--- src/rtl/imem_stream_loader_if.sv ---
// Byte-stream input plus instruction-memory write port of the program loader.
// The master modport belongs to the host/memory side and the slave modport to the loader.
interface imem_stream_loader_if #(
  parameter int ADDR_WIDTH = 8
);
  logic                  s_valid;
  logic [7:0]            s_data;
  logic                  s_ready;
  logic                  imem_we;
  logic [ADDR_WIDTH-1:0] imem_addr;
  logic [31:0]           imem_wdata;

  modport master (
    output s_valid, s_data,
    input  s_ready, imem_we, imem_addr, imem_wdata
  );

  modport slave (
    input  s_valid, s_data,
    output s_ready, imem_we, imem_addr, imem_wdata
  );
endinterface

--- src/rtl/imem_stream_loader.sv ---
// Loads a length-prefixed little-endian byte stream into instruction memory, then releases core reset.
// Each word is 4 byte cycles plus 1 write cycle; s_ready drops during WRITE/DONE/ERR so the source stalls.
module imem_stream_loader #(
  parameter int ADDR_WIDTH = 8
) (
  input  logic                  clk,
  input  logic                  reset,
  imem_stream_loader_if.slave   bus,
  input  logic                  reload,
  output logic                  core_reset,
  output logic                  done,
  output logic                  error,
  output logic [ADDR_WIDTH:0]   words_loaded
);

  typedef enum logic [2:0] {
    HDR0,
    HDR1,
    DATA,
    WRITE,
    ST_DONE,
    ST_ERR
  } state_t;

  localparam logic [16:0] CAPACITY = 17'(1) << ADDR_WIDTH;

  state_t                state_q, state_d;
  logic [15:0]           count_q, count_d;
  logic [1:0]            idx_q, idx_d;
  logic [ADDR_WIDTH-1:0] addr_q, addr_d;
  logic [31:0]           wdata_q, wdata_d;
  logic [ADDR_WIDTH:0]   wl_q, wl_d;
  logic [15:0]           hdr_n;
  logic                  rdy;
  logic                  xfer;

  assign rdy  = (state_q == HDR0) || (state_q == HDR1) || (state_q == DATA);
  assign xfer = bus.s_valid && rdy;

  always_ff @(posedge clk) begin
    if (reset) begin
      state_q <= HDR0;
      count_q <= '0;
      idx_q   <= '0;
      addr_q  <= '0;
      wdata_q <= '0;
      wl_q    <= '0;
    end else begin
      state_q <= state_d;
      count_q <= count_d;
      idx_q   <= idx_d;
      addr_q  <= addr_d;
      wdata_q <= wdata_d;
      wl_q    <= wl_d;
    end
  end

  always_comb begin
    state_d = state_q;
    count_d = count_q;
    idx_d   = idx_q;
    addr_d  = addr_q;
    wdata_d = wdata_q;
    wl_d    = wl_q;
    hdr_n   = {bus.s_data, count_q[7:0]};

    case (state_q)
      HDR0: begin
        if (xfer) begin
          count_d[7:0] = bus.s_data;
          state_d      = HDR1;
        end
      end
      HDR1: begin
        if (xfer) begin
          count_d = hdr_n;
          if (hdr_n == 16'd0) begin
            state_d = ST_DONE;
          end else if ({1'b0, hdr_n} > CAPACITY) begin
            state_d = ST_ERR;
          end else begin
            state_d = DATA;
            idx_d   = '0;
            addr_d  = '0;
          end
        end
      end
      DATA: begin
        if (xfer) begin
          wdata_d[8*idx_q +: 8] = bus.s_data;
          idx_d = idx_q + 2'd1;
          if (idx_q == 2'd3) state_d = WRITE;
        end
      end
      WRITE: begin
        wl_d = wl_q + (ADDR_WIDTH+1)'(1);
        // Compare at 17 bits so a full-capacity image ends without the address wrapping.
        if (17'(wl_d) == {1'b0, count_q}) begin
          state_d = ST_DONE;
        end else begin
          addr_d  = addr_q + ADDR_WIDTH'(1);
          state_d = DATA;
        end
      end
      ST_DONE, ST_ERR: begin
        if (reload) begin
          state_d = HDR0;
          wl_d    = '0;
          addr_d  = '0;
        end
      end
      default: state_d = HDR0;
    endcase
  end

  // Outputs are forced to their reset values for as long as reset is held.
  assign bus.s_ready    = rdy && !reset;
  assign bus.imem_we    = (state_q == WRITE) && !reset;
  assign bus.imem_addr  = reset ? '0 : addr_q;
  assign bus.imem_wdata = reset ? '0 : wdata_q;
  assign done           = (state_q == ST_DONE) && !reset;
  assign error          = (state_q == ST_ERR) && !reset;
  assign core_reset     = reset || (state_q != ST_DONE);
  assign words_loaded   = reset ? '0 : wl_q;

endmodule

--- src/flat_wrapper.sv ---
// flat-port wrapper written by rule: the top's interface ports become plain ports
module imem_stream_loader_flat 
#(
  parameter int ADDR_WIDTH = 8
)
  (clk, reset, reload, core_reset, done, error, words_loaded, bus_s_valid, bus_s_data, bus_s_ready, bus_imem_we, bus_imem_addr, bus_imem_wdata);
  imem_stream_loader_if #(.ADDR_WIDTH(ADDR_WIDTH)) bus_i ();
  input  logic clk;
  input  logic reset;
  input  logic reload;
  output logic core_reset;
  output logic done;
  output logic error;
  output logic [ADDR_WIDTH:0] words_loaded;
  input wire logic [$bits(bus_i.s_valid)-1:0] bus_s_valid;
  input wire logic [$bits(bus_i.s_data)-1:0] bus_s_data;
  output wire logic [$bits(bus_i.s_ready)-1:0] bus_s_ready;
  output wire logic [$bits(bus_i.imem_we)-1:0] bus_imem_we;
  output wire logic [$bits(bus_i.imem_addr)-1:0] bus_imem_addr;
  output wire logic [$bits(bus_i.imem_wdata)-1:0] bus_imem_wdata;
  assign bus_i.s_valid = bus_s_valid;
  assign bus_i.s_data = bus_s_data;
  assign bus_s_ready = bus_i.s_ready;
  assign bus_imem_we = bus_i.imem_we;
  assign bus_imem_addr = bus_i.imem_addr;
  assign bus_imem_wdata = bus_i.imem_wdata;
  imem_stream_loader #(.ADDR_WIDTH(ADDR_WIDTH)) u_core (.clk(clk), .reset(reset), .bus(bus_i), .reload(reload), .core_reset(core_reset), .done(done), .error(error), .words_loaded(words_loaded));
endmodule
--- config.mk ---
export PLATFORM = sky130hd
export DESIGN_NAME = imem_stream_loader_flat
export DESIGN_NICKNAME = d
export VERILOG_FILES = /design/src/rtl/imem_stream_loader_if.sv /design/src/rtl/imem_stream_loader.sv /design/src/flat_wrapper.sv
export SDC_FILE = /design/constraint.sdc
export NUM_CORES = 1
export LEC_CHECK = 0
export CAP_MARGIN = 20
export CORE_ASPECT_RATIO = 0.9
export CORE_MARGIN = 2
export CORE_UTILIZATION = 30
export CTS_BUF_LIST = sky130_fd_sc_hd__clkbuf_4
export DETAILED_ROUTE_END_ITERATION = 16
export HOLD_SLACK_MARGIN = 0.12
export PLACE_DENSITY = 0.48
export SYNTH_ARGS = -nofsm -noshare
export SYNTH_HDL_FRONTEND = slang
export SYNTH_SLANG_ARGS = --single-unit
--- constraint.sdc ---
create_clock -name clk -period 3.2 [get_ports clk]
set_clock_uncertainty 0.15 [all_clocks]
set_input_delay 0.48 -clock clk [delete_from_list [all_inputs] [get_ports clk]]
set_output_delay 0.48 -clock clk [all_outputs]
set_load 0.05 [all_outputs]
==> results.tsv, run 1 <==
stage	metric	value	unit
outcome	outcome	complete, no violations	
routing	1st-iter DRT viols	151	
power_and_ir_drop	Leak	1.66	nW
clock_network	CTS tree	yes	
routing	DR vias/cell	4.79	
yosys	syn_area_per_cell	7.70	µm²
global_route	initial antenna violation count	0	
yosys	register area share after synthesis	38.2	%
clock_network	CTS H-tree depth	3	
timing	setup TNS	0	ps
timing	final hold violation count	0	
clock_network	clk_lat worst skew	430	ps
yosys	syn_nets	496	
cells_and_area	most common cell after layout, fill and taps aside	nand2_1	
clock_network	Hold Buf Count CTS	0	
clock_network	CTS Buffer Depth	2	
die	die area	13100	µm²
die	Starting Density	30.6	%
setup_path	Slowest cell on crit path	clkdlybuf4s50_1	
cells_and_area	synth-to-layout area growth	27.4	%
yosys	Post-synth top flop	dfxtp_1	
clock_network	Sink Count	70	
setup_path	reg-to-reg slack, setup	380	ps
cells_and_area	fin cells	712	
setup_path	CP endpoint kind	primary output	
setup_path	CP cell instances	nor2b_1 -> nand2_1 -> nor2_1 -> clkdlybuf4s50_1	
clock_network	cts repair resizes	0	
yosys	ys async rst share	0	%
setup_path	Critical Path RT	2570	ps
global_route	GRT Util Overall	15.7	%
yosys	Synth Cell Area	3670	µm²
place	PortBufs	65	
place	placed insts	696	
cells_and_area	# nets final	568	
global_route	vias in the first global route	3190	
clock_network	CTS root buf	clkbuf_4	
routing	Detailed Route WL	9.93	mm
setup_path	reg2reg path depth	9	
timing	Worst-Margin Slew	769	ps
global_route	first-pass GRT wire length	16.2	mm
cells_and_area	most frequent cells in the layout	nand2_1, dfxtp_1, clkdlybuf4s50_1	
worst_hold_path	Hold Path Depth	2	
timing	WHS	306	ps
die	Ports	66	
yosys	Yosys cell types	61	
timing	RSZ-0062 raised after global routing	no	
timing	final setup violation count	0	
clock_network	CTS Buf Count	9	
setup_path	startpoint types	register	
die	Core ar.	12000	µm²
clock_network	Setup Buffers After CTS	0	
setup_path	Crit Path Category	register to primary output	
cells_and_area	fin util	39.0	%
timing	maximum clock rate	341	MHz
routing	Vias	3409	
yosys	synth warn	0	
setup_path	Worst Setup SP	u_core.state_q[2]	
worst_hold_path	Hold Path Origin	u_core.count_q[11]	
power_and_ir_drop	VDD IR max	0.205	mV
routing	DRT antenna net count	0	
setup_path	Critical Path Max Stage Delay	840	ps
timing	Slew Viols, Final	0	
die	die width	121	µm
timing	Final period util	91.6	%
setup_path	Worst Path Arrival	2300	ps
worst_hold_path	Hold/Removal Path Class	register to register	
yosys	number of flops mapped to enable cells by yosys	0	
power_and_ir_drop	Total Power	1.70	mW
global_route	largest net degree at the start of global routing	65	
setup_path	Critical Path Fanout Max	9	
place	Post-DP HPWL	6.98	mm
global_route	Remaining Overflow, GRT	0	
routing	DRC Markers	0	
clock_network	Worst-path clk slew	110	ps
routing	post-DR wirelength/cell	13.9	µm
timing	Period minus WS final	2930	ps
cells_and_area	fraction of layout cells with a size suffix above 1	9.60	%
run	MaxCap Viol Count	0	
cells_and_area	Ant. Diodes	0	
yosys	instance count of the mapped netlist	476	
setup_path	reg2reg start	u_core.wl_q[0]	
die	Die Span Y	109	µm
power_and_ir_drop	Pwr per Cell Area	365	nW/µm²
routing	drt pass-1 iters	4	
timing	Max-slew headroom	48.3	%
place	routability-driven placement congestion ratio	0.762	
die	num rows	38	
yosys	Synth Register Bits	70	
## cell usage after synthesis, types with 2 or more instances
cell type	count	area, µm²
or4_1	5	37.5
nor2b_1	49	307
clkbuf_8	2	27.5
nand3b_1	3	22.5
nand4_1	5	31.3
nand2b_1	4	25.0
nor4_4	2	42.5
and3_1	3	18.8
xnor2_1	8	70.1
o21ai_0	38	190
and2_1	2	12.5
a22oi_1	2	15.0
o211ai_1	4	30.0
nand2_1	119	447
a31oi_1	6	37.5
nand4b_1	2	17.5
a21oi_1	29	145
dfxtp_1	70	1400
and2b_2	2	17.5
nor4_1	3	18.8
buf_4	2	15.0
ha_1	8	100
nor3_1	10	50.1
o31ai_1	2	15.0
inv_1	9	33.8
o21a_1	3	22.5
clkbuf_1	14	52.6
nand3_1	8	40.0
o21ai_1	2	10.0
or3_1	4	25.0
nor2_1	25	93.8
xor2_1	2	17.5
## registers in the layout, summed over array words and instances, names as in the netlist
name	cells
u_core.addr_q	8
u_core.count_q	16
u_core.idx_q	2
u_core.state_q	3
u_core.wdata_q	32
u_core.wl_q	9
## stage by stage
step                      cell area (µm²)  worst slack (ps)
after global placement               4520               199
after global routing                 4670              38.8
after floorplan                      3670               288
final                                4670               269
after CTS                            4670               224
after detailed placement             4520               143
## cells by family (layout without fill, tap and decap cells)
kind of cell / after synthesis / count (layout) / synth area share [%]
and+or+nand+nor: 256 / 256 / 35.3
AOI/OAI and AO/OA: 97 / 97 / 15.5
muxes: 2 / 2 / 0.682
adders and majority gates: 8 / 8 / 2.73
DFF: 70 / 70 / 38.2
buffers and inverters: 32 / 108 / 4.61
xor gates and xnor gates: 11 / 11 / 3.04
## worst max-delay path, delay by kind of cell, from the launching register on
family | cells | cell delay (ps)
buf+inv | 1 | 840
simple gates | 3 | 620
flops | 1 | 410
## final timing paths
kind                                            to
worst max register to register   u_core.state_q[2]
worst min-delay path            u_core.count_q[11]
worst min register to register  u_core.count_q[11]
worst max-delay path                   bus_imem_we
## metal layers
layer	track usage, %	up-vias	part of all wire [%]
met4	2.99	0	0.86
li1	-	1761	-
met1	20.6	1587	49
met5	0	-	0
met2	26.4	53	47
met3	4.08	8	3.6
## area by class of cell
class	instances	area, µm²
clock buffer	10	75.1
tap	160	200
clock inverter	5	75.1
inverter	9	33.8
multi-input combinational	374	2100
fill	1275	7310
sequential	70	1400
timing repair buffer	84	788
## power breakdown
part	switching [mW]	internal (mW)	total, mW	leakage [nW]
Combinational	0.104	0.0648	0.168	1.01
Sequential	0.0127	0.885	0.897	0.566
Clock	0.320	0.318	0.638	0.0860
Total	0.436	1.27	1.70	1.66
No activity file was read; power rests on OpenSTA's default activity.
==> run 2, diff against run 1 <==
- SKIP_CTS_REPAIR_TIMING: unset -> 1
==> results of run 2 <==
Final layout, timing and power as in run 1 (identical DEF).
